File: src/rtl/f_fetch_queue_pkg.sv
// Shared constants and types for the fetch-to-decode queue.
package f_fetch_queue_pkg;

  // PC presented downstream while nothing valid is queued
  localparam logic [31:0] PC_RESET_DEF = 32'h0000_3000;
  // legal instruction-memory window, inclusive on both ends
  localparam logic [31:0] IM_BASE_DEF  = 32'h0000_3000;
  localparam logic [31:0] IM_LAST_DEF  = 32'h0000_6ffc;
  // substituted for the instruction of a faulting fetch
  localparam logic [31:0] NOP          = 32'h0000_0000;
  // CP0 ExcCode for an address error on load/fetch
  localparam logic [4:0]  EXC_ADEL     = 5'd4;

  typedef struct packed {
    logic [31:0] pc;
    logic [31:0] instr;
    logic        adel;
  } fq_entry_t;

endpackage

File: src/rtl/f_fetch_queue_if.sv
// Fetch-side and decode-side handshake bundle of the fetch queue.
interface f_fetch_queue_if;
  logic        f_valid;
  logic [31:0] f_pc;
  logic [31:0] f_instr;
  logic        f_ready;
  logic        d_valid;
  logic        d_ready;
  logic [31:0] d_pc;
  logic [31:0] d_instr;
  logic        d_exc_adel;

  // master: the pipeline around the queue (fetch producer + decode consumer)
  modport master (
    output f_valid, f_pc, f_instr, d_ready,
    input  f_ready, d_valid, d_pc, d_instr, d_exc_adel
  );

  // slave: the queue itself
  modport slave (
    input  f_valid, f_pc, f_instr, d_ready,
    output f_ready, d_valid, d_pc, d_instr, d_exc_adel
  );
endinterface

File: src/rtl/f_fetch_queue_adel_check.sv
// Combinational fetch-address legality check: misaligned or outside IM window.
module fq_adel_check
  import f_fetch_queue_pkg::*;
#(
  parameter logic [31:0] IM_BASE = IM_BASE_DEF,
  parameter logic [31:0] IM_LAST = IM_LAST_DEF
) (
  input  logic [31:0] pc,
  output logic        adel
);

  assign adel = (pc[1:0] != 2'b00) || (pc < IM_BASE) || (pc > IM_LAST);

endmodule

File: src/rtl/f_fetch_queue.sv
// Fetch-to-decode instruction queue: circular buffer of {pc, instr, adel}.
// Optional zero-latency bypass when empty: define FQ_BYPASS_EN.
module f_fetch_queue
  import f_fetch_queue_pkg::*;
#(
  parameter int          DEPTH    = 4,
  parameter logic [31:0] PC_RESET = PC_RESET_DEF,
  parameter logic [31:0] IM_BASE  = IM_BASE_DEF,
  parameter logic [31:0] IM_LAST  = IM_LAST_DEF
) (
  input  logic                   clk,
  input  logic                   reset,
  input  logic                   flush,
  f_fetch_queue_if.slave         fq,
  output logic [$clog2(DEPTH):0] count
);

  localparam int            AW       = $clog2(DEPTH);
  localparam logic [AW:0]   CNT_FULL = (AW+1)'(DEPTH);

  fq_entry_t        mem [DEPTH];
  logic [AW-1:0]    rd_ptr, wr_ptr;
  logic             adel, empty, full, bypass, push, pop;
  fq_entry_t        in_ent, head;

  fq_adel_check #(.IM_BASE(IM_BASE), .IM_LAST(IM_LAST)) u_adel (
    .pc  (fq.f_pc),
    .adel(adel)
  );

  // faulting fetches carry a nop so decode never sees garbage bits
  assign in_ent = '{pc: fq.f_pc, instr: (adel ? NOP : fq.f_instr), adel: adel};

  assign empty = (count == '0);
  assign full  = (count == CNT_FULL);

`ifdef FQ_BYPASS_EN
  // empty queue and a consumer waiting: hand the entry straight through
  assign bypass = empty && fq.f_valid && fq.d_ready && !flush;
`else
  assign bypass = 1'b0;
`endif

  // full blocks push even when a pop happens this cycle (f_ready is registered-only)
  assign push = fq.f_valid && !full && !bypass;
  assign pop  = !empty && fq.d_ready;
  assign head = mem[rd_ptr];

  assign fq.f_ready = !full;

  // head presentation; empty forces reset values rather than stale storage
  always_comb begin
    fq.d_valid    = !empty;
    fq.d_pc       = PC_RESET;
    fq.d_instr    = NOP;
    fq.d_exc_adel = 1'b0;
    if (!empty) begin
      fq.d_pc       = head.pc;
      fq.d_instr    = head.instr;
      fq.d_exc_adel = head.adel;
    end else if (bypass) begin
      fq.d_valid    = 1'b1;
      fq.d_pc       = in_ent.pc;
      fq.d_instr    = in_ent.instr;
      fq.d_exc_adel = in_ent.adel;
    end
  end

  // entry storage; contents are don't-care after reset/flush so no reset here
  always_ff @(posedge clk) begin
    if (push && !flush && !reset)
      mem[wr_ptr] <= in_ent;
  end

  // pointers and occupancy; reset and flush both empty the queue
  always_ff @(posedge clk) begin
    if (reset || flush) begin
      rd_ptr <= '0;
      wr_ptr <= '0;
      count  <= '0;
    end else begin
      if (push) wr_ptr <= wr_ptr + 1'b1;
      if (pop)  rd_ptr <= rd_ptr + 1'b1;
      if (push && !pop)      count <= count + 1'b1;
      else if (pop && !push) count <= count - 1'b1;
    end
  end

endmodule

File: src/flat_wrapper.sv
// flat-port wrapper written by rule: the top's interface ports become plain ports
module f_fetch_queue_flat import f_fetch_queue_pkg::*;
#(
  parameter int          DEPTH    = 4,
  parameter logic [31:0] PC_RESET = PC_RESET_DEF,
  parameter logic [31:0] IM_BASE  = IM_BASE_DEF,
  parameter logic [31:0] IM_LAST  = IM_LAST_DEF
)
  (clk, reset, flush, count, fq_f_valid, fq_f_pc, fq_f_instr, fq_d_ready, fq_f_ready, fq_d_valid, fq_d_pc, fq_d_instr, fq_d_exc_adel);
  f_fetch_queue_if fq_i ();
  input  logic clk;
  input  logic reset;
  input  logic flush;
  output logic [$clog2(DEPTH):0] count;
  input wire logic [$bits(fq_i.f_valid)-1:0] fq_f_valid;
  input wire logic [$bits(fq_i.f_pc)-1:0] fq_f_pc;
  input wire logic [$bits(fq_i.f_instr)-1:0] fq_f_instr;
  input wire logic [$bits(fq_i.d_ready)-1:0] fq_d_ready;
  output wire logic [$bits(fq_i.f_ready)-1:0] fq_f_ready;
  output wire logic [$bits(fq_i.d_valid)-1:0] fq_d_valid;
  output wire logic [$bits(fq_i.d_pc)-1:0] fq_d_pc;
  output wire logic [$bits(fq_i.d_instr)-1:0] fq_d_instr;
  output wire logic [$bits(fq_i.d_exc_adel)-1:0] fq_d_exc_adel;
  assign fq_i.f_valid = fq_f_valid;
  assign fq_i.f_pc = fq_f_pc;
  assign fq_i.f_instr = fq_f_instr;
  assign fq_i.d_ready = fq_d_ready;
  assign fq_f_ready = fq_i.f_ready;
  assign fq_d_valid = fq_i.d_valid;
  assign fq_d_pc = fq_i.d_pc;
  assign fq_d_instr = fq_i.d_instr;
  assign fq_d_exc_adel = fq_i.d_exc_adel;
  f_fetch_queue #(.DEPTH(DEPTH), .PC_RESET(PC_RESET), .IM_BASE(IM_BASE), .IM_LAST(IM_LAST)) u_core (.clk(clk), .reset(reset), .flush(flush), .fq(fq_i), .count(count));
endmodule
File: config.mk
export PLATFORM = sky130hd
export DESIGN_NAME = f_fetch_queue_flat
export DESIGN_NICKNAME = d
export VERILOG_FILES = /design/src/rtl/f_fetch_queue_pkg.sv /design/src/rtl/f_fetch_queue_if.sv /design/src/rtl/f_fetch_queue_adel_check.sv /design/src/rtl/f_fetch_queue.sv /design/src/flat_wrapper.sv
export SDC_FILE = /design/constraint.sdc
export NUM_CORES = 1
export LEC_CHECK = 0
export ABC_AREA = 1
export ABC_CLOCK_PERIOD_IN_PS = 6800
export BUFFER_PORTS_ARGS = -buffer_cell sky130_fd_sc_hd__buf_2
export CAP_MARGIN = 20
export CORE_MARGIN = 4
export CORE_UTILIZATION = 60
export CTS_BUF_LIST = sky130_fd_sc_hd__clkbuf_4
export DETAILED_ROUTE_END_ITERATION = 8
export PLACE_DENSITY_LB_ADDON = 0.05
export SLEW_MARGIN = 20
export SYNTH_ARGS = -nofsm -noshare
export SYNTH_HDL_FRONTEND = slang
export SYNTH_SLANG_ARGS = --single-unit
File: constraint.sdc
create_clock -name clk -period 6.8 [get_ports clk]
set_input_delay 1.02 -clock clk [delete_from_list [all_inputs] [get_ports clk]]
set_output_delay 1.02 -clock clk [all_outputs]
set_load 0.05 [all_outputs]
==> results.md, run 1 <==
Finish:
- The library cells used most frequently in the layout, excluding fill and tap cells, are sky130_fd_sc_hd__nor2_1 (269), sky130_fd_sc_hd__edfxtp_1 (260), sky130_fd_sc_hd__buf_2 (138), sky130_fd_sc_hd__clkbuf_4 (96), sky130_fd_sc_hd__o21ai_0 (77).
- The net count of the finished layout is 1169.
- Excluding fillers, the count of instances in the completed layout stands at around 1400.
- The layout has ~1300 filler cells.
- The final instance area is approximately 13000 um^2.
- The leading cell type in the layout, fill and taps excluded is sky130_fd_sc_hd__nor2_1.
- The fraction of final layout cells sized beyond drive strength 1 is a little under a quarter.
- Once layout is complete, the utilization of the core stands at a little over two thirds.
- The area growth from synthesis to layout is 14.0%.

Place:
- The number of port buffers is 138.
- Once detailed placement completed, the half-perimeter wirelength came to between 10000 and 15000 um.
- The post-placement cell count is around 1300.
- The cell area after placement is roughly 12000 um^2.
- At the end of routability-driven placement, the weighted congestion stood at slightly above 0.7.

Floorplan:
- The horizontal extent of the die is around 140 um.
- The die covers roughly 21000 um^2.
- The initialized floorplan defines between 40 and 50 standard-cell rows.
- The placeable core region is between 15000 and 20000 um^2.
- The number of top-level pins is around 140.
- The floorplan step set the die height to approximately 140 um.
- For this configuration, the core starts out at a cell density of a little over 60%.

Timing:
- The clock period minus worst slack is around 4.1 ns.
- The final hold violation count is 0.
- Setup repair after global routing left no endpoint under its margin.
- After layout, the worst path uses 60.2% of the clock period.
- For this run, the top clock speed supported by timing is 244 MHz.
- The worst clock skew is around 0.035 ns.
- Setup violations remaining at the end of the flow were counted as 0.
- The pin slew with the least headroom to its limit is around 0.99 ns.
- The total negative slack is 0 ns.
- The final-report max-slew violation count came to 0.
- Measured against its own limit, the worst slew margin works out to 34.3%.

GRT:
- For this run the aggregate overflow at the end of global routing stands at 0.
- The first global-routing pass estimated 36400 um of wire.
- The number of antenna violations at the first check in global routing is 2.
- The number of global-route vias before repair is ~7200.
- Global routing used 23.0% of the available tracks.
- Entering global routing, the biggest net connects 93 pins.

Setup path:
- The start of the worst register-to-register path is u_core.count[0].
- The critical setup path kind is flip-flop to primary output.
- The startpoint type of the worst setup path is a flip-flop.
- The worst setup path is captured at a primary output.
- The worst setup path endpoint is fq_d_instr[12].
- For the worst setup path, the data required time is between 5 and 6 ns.
- The worst register-to-register path ends at u_core.mem[1][48].
- In this run the worst path has a maximum fanout of 92.
- Counting cells, the worst reg-to-reg path comes to 7.
- The flop-to-flop setup slack is approximately 4 ns.
- Data on the critical path arrives at its endpoint at 3.07 ns.

Synthesis:
- The net count of the mapped netlist is about 1000.
- The cell area after technology mapping is approximately 11000 um^2.
- The count of warnings emitted by yosys is 0.
- The flop and latch count out of synthesis is ~270.
- The synthesized area per cell is approximately 12 um^2.
- The gate count of the mapped netlist is slightly above 900.
- The share of the Yosys chip area taken by registers is between 70% and 80%.
- The number of distinct library cell variants in the gate-level netlist after synthesis is 21.

CTS:
- CTS saw about 270 sinks.
- The number of post-CTS setup repair buffers is 0.
- For the worst-skew pair, the clock arrives at the later sink with an insertion delay of 0.61 ns.
- The cell at the root of the clock tree is sky130_fd_sc_hd__clkbuf_4.
- Clock-pin slew was measured on the worst setup and hold paths at 0.06 ns.
- TritonCTS built the clock tree.
- Post-CTS repair changed the size of 0 cells.
- The number of levels the H-tree was split into is 3.
- For this design, the CTS-stage hold fixing added 0 buffers.
- The number of buffers between clock root and the deepest sink is 3.
- The number of clock buffers added by TritonCTS is 67.

Routing:
- Dividing the detail-routed wire length by the instance count gives 17.2 um.
- The via-per-instance ratio is about 5.4.
- After the first detailed-routing iteration, the DRC count stood at between 500 and 600.
- The detailed router placed between 7000 and 8000 vias in this run.
- In this run the remaining antenna-violating nets after routing total 0.
- After detailed routing, the total wire length is roughly 23000 um.
- The remaining routing DRC violations is 0.
- The first detailed-routing pass ran for 4 iterations.

Run status:
- The flow ran to the end, and the final reports show no timing, DRC or antenna violations.

Pwr:
- The maximum VDD drop is 0.000154 V.
- The total power density per cell area is approximately 270 nW/um^2.
- The leakage power is between 4 and 5 nW.

Flow run:
- The total of max-cap violations is 0.

Hold path:
- The startpoint of the most critical hold path is u_core.rd_ptr[0].
- In this run the worst hold path is classified as flip-flop to flip-flop.
logic make-up (layout without fill, tap and decap cells):
kind of cell,Yosys count,in the layout,share of synthesized area (%)
AO/OA/AOI/OAI,204,204,9.30
AND/OR/NAND/NOR,342,342,12.2
adder cells (fa/ha/maj),6,6,0.752
other,0,2,0
buffers and inverters,109,311,5.00
flip-flops,269,269,72.7
metrics by stage:
stage | hold WS [ns] | setup WS (ns) | total power, W
after CTS | 0.497 | 2.24 | 0.00347
after global routing | 0.552 | 2.42 | 0.00358
final | 0.496 | 2.71 | 0.00344
after floorplan | 0.463 | 1.97 | 0.00215
after detailed placement | 0.484 | 2.93 | 0.00226
after global placement | 0.481 | 3.02 | 0.00225
layer usage:
layer | wire length, um | vias up | part of all wire (%) | GRT usage (%)
met5 | 0 | - | 0 | 0
met3 | 1460 | 32 | 6.2 | 4.55
li1 | - | 3591 | - | -
met4 | 467 | 0 | 2.0 | 9.07
met1 | 9800 | 3501 | 42 | 29.8
met2 | 11700 | 255 | 50 | 38.6
sequential cells by signal (all words and copies together), names as in the netlist, named ones only:
| name | flops |
|---|---|
| u_core.rd_ptr | 2 |
| u_core.mem | 260 |
| u_core.wr_ptr | 2 |
| u_core.count | 3 |
critical path, cell delays in order, from the launching register on:
cell and delay [ns]:
sky130_fd_sc_hd__dfxtp_4 0.63, sky130_fd_sc_hd__buf_4 0.83, sky130_fd_sc_hd__nor2_1 0.12, sky130_fd_sc_hd__nor2_1 0.12, sky130_fd_sc_hd__o21ai_0 0.10, sky130_fd_sc_hd__a21oi_1 0.29
sky130_fd_sc_hd__buf_2 0.33
cell type report:
type                    count  area (um^2)  area share, %
repair buffers            150          793           6.34
well taps                 229          287           2.29
clock inverters            11         42.5          0.340
multi-input cells         552         2470           19.8
inverters                  54          204           1.63
clock buffers              96          721           5.76
flip-flops and latches    269         7990           63.8
diodes                      2         5.00         0.0400
worst min path at each step:
stage | endpoint | cells past startpoint
4_1_cts | flip-flop | 2
3_5_place_dp | flip-flop | 2
5_1_grt | u_core.rd_ptr[1] | 2
3_3_place_gp | flip-flop | 2
2_1_floorplan | flip-flop | 2
6_report | flip-flop | 2
report_power, final:
part | internal, W | switching (W) | total [W] | leakage, nW
Sequential | 0.00182 | 0.00000996 | 0.00183 | 2.59
Combinational | 0.0000835 | 0.000303 | 0.000386 | 1.72
Clock | 0.000641 | 0.000577 | 0.00122 | 0.464
Total | 0.00255 | 0.000890 | 0.00344 | 4.77
cells in the mapped netlist:
library cell	count	share of area, %
sky130_fd_sc_hd__buf_1	1	0.034
sky130_fd_sc_hd__fa_1	1	0.18
sky130_fd_sc_hd__nand4_1	1	0.057
sky130_fd_sc_hd__nand3_1	7	0.32
sky130_fd_sc_hd__o21ai_0	77	3.5
sky130_fd_sc_hd__ha_1	5	0.57
sky130_fd_sc_hd__buf_2	23	1.0
sky130_fd_sc_hd__buf_8	1	0.14
sky130_fd_sc_hd__nor3_1	32	1.5
sky130_fd_sc_hd__dfxtp_1	9	1.6
sky130_fd_sc_hd__clkbuf_1	10	0.34
sky130_fd_sc_hd__edfxtp_1	260	71
sky130_fd_sc_hd__nand2_1	27	0.92
sky130_fd_sc_hd__buf_6	12	1.2
sky130_fd_sc_hd__inv_1	51	1.7
sky130_fd_sc_hd__inv_2	3	0.10
sky130_fd_sc_hd__o21ai_1	55	2.5
sky130_fd_sc_hd__clkbuf_2	8	0.36
sky130_fd_sc_hd__a21oi_1	72	3.3
sky130_fd_sc_hd__or2_2	2	0.11
sky130_fd_sc_hd__nor2_1	273	9.3
Power figures use the tool's default switching activity.
==> inputs of run 2 (changes only) <==
- ABC_CLOCK_PERIOD_IN_PS: 6800 -> 3900
- clock period: 6.8 -> 3.9 ns (I/O delays scaled with it)
==> run 2 against run 1 <==
Effect of this change:
- setup slack got worse by 2.1 ns
- final area rose by 1.7%
- core utilization rose by 1.2 points
- cell count rose by 1.5%
- global-route usage rose by 0.16 points
- clock power rose by 94%
- wire length barely moved
- via count rose by 0.58%
- non-clock buffer count rose by 6
- first-iteration DRC count fell by 1.4%
- critical path depth did not move
- critical path type unchanged
- critical endpoint is now fq_d_instr[0]
==> results.md, run 2 (synthesized netlist as in run 1, its figures left out) <==
Run status:
- The run finished with clean final reports.

Routing:
- The remaining routing DRC violations is 0 (unchanged).
- The remaining antenna violation count after routing is 0 (unchanged).
- The violation count after the first detailed-route iteration is 552 (-1.4%).
- The via-per-instance ratio is 5.36 (-0.94%).
- The total via count after detailed routing came to 7422 (+0.58%).
- The sum of routed wire length over all layers is 23400 um (about the same).
- The routed wirelength normalized by instance count is 16.9 um (-1.5%).
- The number of iterations in the first detailed-routing pass was 5 (+1).

Finish:
- The number of fill cells is 1294 (-3.4%).
- The post-route non-filler standard cell count is 1384 (+1.5%).
- The post-layout utilization of the core is 70.8% (+1.2 points).
- The flip-flop count of the largest register, all copies and words added is 260 (unchanged).
- The fraction of final layout cells sized beyond drive strength 1 is 23.9% (+0.99 points).
- In the final layout, the registers with the most flip-flops are u_core.mem: 260 flops, u_core.count: 3 flops.
- The top cell types in the final layout, fill and taps aside, are sky130_fd_sc_hd__nor2_1 (269), sky130_fd_sc_hd__edfxtp_1 (260), sky130_fd_sc_hd__buf_2 (138), sky130_fd_sc_hd__clkbuf_4 (100), sky130_fd_sc_hd__o21ai_0 (77).
- The largest register by flop count is u_core.mem.
- The area growth from synthesis to layout is 15.9%.
- The final instance area is 12700 um^2 (+1.7%).
- The net count of the finished layout is 1175 (+0.51%).
- Leaving out fill and tap cells, the most frequent cell in the layout is sky130_fd_sc_hd__nor2_1.

GRT:
- The largest net degree at the start of global routing was 72 (-23%).
- The leftover overflow at the end of global routing is 0 (unchanged).
- The number of global-route vias before repair was 7382 (+1.9%).
- The number of antenna violations at the first check in global routing is 2 (unchanged).
- The overall fraction of global-route tracks in use was 23.1% (+0.16 points).
- The global-route wire length before repair came to 36600 um (+0.53%).

CTS:
- The number of post-CTS setup repair buffers is 0 (unchanged).
- The number of cells upsized or downsized after cts came to 0 (unchanged).
- The number of buffers between clock root and the deepest sink is 3 (unchanged).
- The number of hold-repair buffers added at the cts stage is 0 (unchanged).
- The worst-skew pair later-pin latency came to 0.65 ns (+0.04 ns).
- The number of levels the H-tree was split into came to 3 (unchanged).
- The number of buffers created by CTS is 67 (unchanged).
- Clock tree synthesis selected as its root buffer the cell sky130_fd_sc_hd__clkbuf_4.
- The clock sink count was 269 (unchanged).
- The clock-pin slew of the registers on the worst-case setup and hold paths is 0.07 ns (about the same).
- TritonCTS built the clock tree.

Timing:
- The worst hold slack came to 0.163 ns (-0.332 ns).
- The max-slew headroom at the worst pin came to 41.5% (+7.3 points).
- The share of the clock period used by the worst path is a little under nine tenths.
- The final-report max-slew violation count is 0 (unchanged).
- The final hold violation count is 0 (unchanged).
- The total setup violations reported at the end of the flow is 0 (unchanged).
- The highest clock rate is approximately 300 MHz.
- The clock period minus worst slack is between 3 and 4 ns.
- The pin slew with the least headroom to its limit is 0.876 ns (-0.110 ns).
- The worst clock skew is 0.0283 ns (-0.00690 ns).
- The slack of the critical path is 0.583 ns (-2.12 ns).
- Setup repair after global routing left no endpoint under its margin.

Setup path:
- Following the worst setup path forward leads to its endpoint at fq_d_instr[0].
- Walking the worst path, the cells encountered are buf_4 -> nor2_1 -> nor2_1 -> o21ai_0 -> a21oi_1 -> buf_2.
- The top fanout value on the critical path is 54 (-41%).
- The capture point of the worst reg-to-reg path is u_core.mem[3][45].
- The worst endpoint data arrival time came to 2.73 ns (-0.34 ns).
- The number of logic stages on the critical path including buffering is 6 (unchanged).
- The number of buffer and inverter stages on the critical path is 2 (unchanged).
- The critical path is of the flip-flop to primary output type.
- The number of cells traversed by the worst register-to-register path is 7 (unchanged).
- Grouping stages by cell kind, the critical path spends the most delay in buffers and inverters.
- The data required time of the critical path is 3.31 ns (-2.47 ns).
- The worst register-to-register path begins at u_core.count[0].
- The library cell appearing most often on the critical path is sky130_fd_sc_hd__nor2_1.
- The flop-to-flop setup slack is 1.65 ns (-2.24 ns).
- The delay of the slowest cell on the worst path came to 0.74 ns (-0.09 ns).
- The slowest stage cell on the critical path is sky130_fd_sc_hd__dfxtp_4.
- The startpoint type of the worst setup path is a flip-flop.
- STA classifies the critical path endpoint as a primary output.

Floorplan:
- The placeable core region is 18000 um^2 (unchanged).
- The die outline area came to 20500 um^2 (unchanged).
- The number of top-level pins is 139 (unchanged).
- The horizontal extent of the die is 143 um (unchanged).
- The vertical extent of the die is 143 um (unchanged).
- The starting density of the core is 61.1% (unchanged).
- The cell row count is 49 (unchanged).

Pwr:
- The sequential share of power is 51.3% (-2.0 points).
- The leakage power is 4.88 nW (+2.2%).
- The part of the total power dissipated in the clock network is 37.9% (+2.5 points).
- The net load switching power is 0.00160 W (+80%).
- The total internal power is 0.00464 W (+82%).
- The total power density per cell area came to 490 nW/um^2 (+78%).
- The share of power burned in combinational logic is 10.8% (-0.4 points).
- The maximum VDD drop was 0.000278 V (+80%).
- The switching power share of the total is 25.6% (-0.25 points).

Place:
- The last weighted congestion value of the routability-driven placer is 0.739 (+1.6%).
- The post-placement cell count was 1260 (+0.56%).
- The HPWL reported at the end of detailed placement is 12700 um (+1.3%).
- The number of port buffers came to 138 (unchanged).
- The worst slack after detailed placement came to 1.22 ns (-1.71 ns).
- The cell area after placement is 11800 um^2 (+0.87%).

Hold path:
- The worst hold path belongs to the class input port to flip-flop.
- The startpoint of the most critical hold path is fq_f_pc[4].

Flow run:
- The total of max-cap violations is 0 (unchanged).
-- run 2: cell count changes in the layout (fill, tap and decap cells not counted), sizes merged --
cell    before  now
bufinv       0    2
clkbuf      96  100
buf        150  156
diode        2    3
clkinv      11   17
inv         54   56
-- run 2: worst min path at each step --
stage	depth (start not counted)	endpoint	slack (ns)
after floorplan	2	flip-flop	0.46
after global placement	2	flip-flop	0.48
after detailed placement	2	flip-flop	0.49
after CTS	1	u_core.mem[1][37]	0.1
after global routing	1	u_core.mem[0][37]	0.11
final	1	u_core.mem[1][37]	0.16
-- run 2: power groups by stage --
stage                     clock network, W  logic [W]  registers (W)
after floorplan                          0   0.000486        0.00326
after global placement                   0   0.000673        0.00326
after detailed placement                 0   0.000679        0.00326
after CTS                          0.00243   0.000681        0.00320
after global routing               0.00261   0.000726        0.00320
final                              0.00237   0.000672        0.00320
-- run 2: layout make-up --
cell class,count,area (um^2),area share [%]
Clock inverter,21,135,1.06
Clock buffer,100,751,5.90
Multi-Input combinational cell,552,2470,19.4
Tap cell,229,287,2.25
Sequential cell,269,7990,62.8
Timing Repair Buffer,156,876,6.88
Antenna cell,3,7.51,0.0590
Inverter,54,204,1.60
-- run 2: per-stage QoR --
stage | total power [W] | TNS [ns]
after CTS | 0.00631 | 0
after global routing | 0.00653 | 0
after global placement | 0.00393 | 0
final | 0.00624 | 0
after detailed placement | 0.00394 | 0
after floorplan | 0.00375 | -242.45
-- run 2: metal layers --
layer  up-vias  track usage [%]  part of all wire [%]
met5         -                0                     0
li1       3624                -                     -
met4         0             10.2                   1.8
met2       262             39.2                    51
met3        39             4.59                   6.8
met1      3497             29.2                    41
==> inputs of run 3 (changes only) <==
- HOLD_SLACK_MARGIN: default -> 0.02
- PLACE_DENSITY: default -> 0.8
- PLACE_DENSITY_LB_ADDON: 0.05 -> default
==> run 3 against run 2 <==
Effect of this change:
- wire length increased by 1.9%
- global-route usage up 0.29 points
- clock skew is 0.017 ns higher
- setup slack got worse by 0.040 ns
- hold slack gained 0.012 ns
- count of clock-buffer cells in the layout fell by 1
- power decreased by 2.5%
- cell count is 0.65% lower
- core utilization is 0.52 points lower
- combinational power rose by 3%
- register-to-register slack worse by 0.13 ns
- critical endpoint is now fq_d_pc[15]
==> results.md, run 3 (synthesized netlist as in run 1, its figures left out) <==
Finish:
- The leading cell type in the layout, fill and taps excluded is sky130_fd_sc_hd__nor2_1.
- The area growth from synthesis to layout is 15.0%.
- In the layout the commonest cells are sky130_fd_sc_hd__nor2_1 (269), sky130_fd_sc_hd__edfxtp_1 (260), sky130_fd_sc_hd__buf_2 (138), sky130_fd_sc_hd__clkbuf_4 (99), sky130_fd_sc_hd__o21ai_0 (77).
- The largest register by flop count is u_core.mem.
- The flip-flop count of the largest register, all copies and words added is 260 (unchanged).
- The net count of the finished layout came to 1173 (-0.17%).
- In the final layout, the registers with the most flip-flops are u_core.mem: 260 flops, u_core.count: 3 flops.
- The fraction of final layout cells sized beyond drive strength 1 was 23.5% (-0.36 points).
- The post-layout utilization of the core is 70.3% (-0.52 points).

Timing:
- The clock period minus worst slack is 3.36 ns (+0.0402 ns).
- The final-report max-slew violation count is 0 (unchanged).
- The highest clock rate is 298 MHz (-1.2%).
- The max-slew headroom at the worst pin is 35.8% (-5.7 points).
- The pin slew with the least headroom to its limit is 0.961 ns (+0.0855 ns).
- The final hold violation count is 0 (unchanged).
- Setup repair after global routing left no endpoint under its margin.
- The share of the clock period used by the worst path is 86.1% (+1.0 points).
- The worst clock skew came to 0.0453 ns (+0.0170 ns).
- The total setup violations reported at the end of the flow was 0 (unchanged).

Routing:
- The remaining routing DRC violations is 0 (unchanged).
- The remaining antenna violation count after routing is 0 (unchanged).
- The violation count after the first detailed-route iteration is 551 (-0.18%).
- The total via count after detailed routing is 7559 (+1.8%).
- The routed wirelength normalized by instance count is 17.3 um (+2.6%).
- The via-per-instance ratio came to 5.50 (+2.5%).
- The sum of routed wire length over all layers was 23900 um (+1.9%).
- The number of iterations in the first detailed-routing pass came to 5 (unchanged).

Floorplan:
- The die outline area is 20500 um^2 (unchanged).
- The number of top-level pins is 139 (unchanged).
- The placeable core region was 18000 um^2 (unchanged).
- The horizontal extent of the die is 143 um (unchanged).
- The cell row count is 49 (unchanged).
- The starting density of the core is 61.1% (unchanged).
- The vertical extent of the die is 143 um (unchanged).

Pwr:
- The leakage power came to 4.83 nW (-0.87%).
- The part of the total power dissipated in the clock network came to 36.1% (-1.8 points).
- The net load switching power is 0.00159 W (-0.51%).
- The sequential share of power is 52.5% (+1.2 points).
- The total power density per cell area came to 482 nW/um^2 (-1.7%).
- The total power is 0.00608 W (-2.5%).
- The switching power share of the total was 26.2% (+0.51 points).
- The total internal power is 0.00449 W (-3.1%).
- The share of power burned in combinational logic is 11.4% (+0.6 points).
- The maximum VDD drop is 0.000260 V (-6.6%).

Hold path:
- The min-delay analysis places its worst path in the category input port to flip-flop.
- The terminating pin of the worst hold path is u_core.mem[2][43].
- The cell depth of the worst hold path is 1 (unchanged).
- The startpoint of the most critical hold path is fq_f_pc[10].

Setup path:
- The number of cells traversed by the worst register-to-register path is 7 (unchanged).
- The data required time of the critical path is 3.31 ns (about the same).
- The flop-to-flop setup slack is 1.52 ns (-0.13 ns).
- The worst register-to-register path begins at u_core.count[0].
- The worst setup path is launched from a flip-flop.
- The critical path in this run is classified as flip-flop to primary output.
- The worst endpoint data arrival time is 2.77 ns (+0.04 ns).
- In this run the critical register-to-register path is captured at u_core.mem[0][24].
- STA classifies the critical path endpoint as a primary output.
- The top fanout value on the critical path is 76 (+41%).

Run status:
- The run finished with clean final reports.

CTS:
- The worst-skew pair later-pin latency is 0.65 ns (about the same).
- The clock-pin slew of the registers on the worst-case setup and hold paths is 0.07 ns (about the same).
- The number of levels the H-tree was split into is 3 (unchanged).
- The number of hold-repair buffers added at the cts stage is 0 (unchanged).
- TritonCTS built the clock tree.
- The number of buffers created by CTS was 66 (-1.5%).
- The number of post-CTS setup repair buffers is 0 (unchanged).
- The number of cells upsized or downsized after cts is 0 (unchanged).
- The clock sink count came to 269 (unchanged).
- The cell sitting at the root of the clock tree is a sky130_fd_sc_hd__clkbuf_4.
- The number of buffers between clock root and the deepest sink is 3 (unchanged).

GRT:
- The overall fraction of global-route tracks in use was 23.4% (+0.29 points).
- The largest net degree at the start of global routing is 77 (+6.9%).
- The number of global-route vias before repair came to 7476 (+1.3%).
- The leftover overflow at the end of global routing is 0 (unchanged).
- The global-route wire length before repair is 37000 um (+1.1%).
- The number of antenna violations at the first check in global routing is 1 (-1).

Place:
- The number of port buffers came to 138 (unchanged).
- The HPWL reported at the end of detailed placement is 13100 um (+3.1%).
- The last weighted congestion value of the routability-driven placer came to 0.794 (+7.5%).

Flow run:
- The total of max-cap violations came to 0 (unchanged).
==> run 3: final cells by class <==
type                    instances  area (um^2)
repair buffers                155          868
clock buffers                  99          743
multi-input cells             552         2470
fillers                      1281         5330
well taps                     229          287
inverters                      54          204
clock inverters                15         58.8
flip-flops and latches        269         7990
diodes                          2         5.00
==> run 3: how the worst max path moves through the flow <==
stage,cells after the start,end
global placement,5,u_core.mem[2][29]
floorplan,6,u_core.mem[0][0]
detailed placement,5,u_core.mem[0][35]
CTS,5,fq_d_pc[15]
finish,5,fq_d_pc[15]
global route,5,fq_d_pc[15]
==> run 3: routing by layer <==
| layer | vias to the layer above | GRT usage, % | part of all wire [%] |
|---|---|---|---|
| met4 | 0 | 11.8 | 3.0 |
| met2 | 345 | 38.2 | 49 |
| li1 | 3609 | - | - |
| met5 | - | 0 | 0 |
| met3 | 60 | 5.59 | 8.3 |
| met1 | 3545 | 29.7 | 39 |
==> run 3: per-stage QoR <==
stage	setup slack, ns	TNS (ns)	hold WS, ns	instance area [um^2]	std cells
6_report	0.543	0	0.175	12600	1375
5_1_grt	0.361	0	0.126	12600	1374
4_1_cts	0.517	0	0.124	12600	1373
3_5_place_dp	1.22	0	0.481	11800	1259
3_3_place_gp	1.28	0	0.479	11800	1259
2_1_floorplan	-0.932	-242.45	0.463	11000	930
==> run 3: critical path, cell delays in order (launching register included) <==
cell and delay, ns:
sky130_fd_sc_hd__dfxtp_4 0.67, sky130_fd_sc_hd__clkinv_2 0.44, sky130_fd_sc_hd__buf_12 0.34, sky130_fd_sc_hd__o21ai_0 0.24, sky130_fd_sc_hd__a21oi_1 0.13, sky130_fd_sc_hd__buf_2 0.25
==> run 3: power by group through the flow <==
| stage | sequential (W) | clock [W] | combinational [W] |
|---|---|---|---|
| 2_1_floorplan | 0.00326 | 0 | 0.000486 |
| 3_3_place_gp | 0.00326 | 0 | 0.000683 |
| 3_5_place_dp | 0.00326 | 0 | 0.000691 |
| 4_1_cts | 0.00320 | 0.00225 | 0.000694 |
| 5_1_grt | 0.00320 | 0.00242 | 0.000740 |
| 6_report | 0.00320 | 0.00220 | 0.000691 |
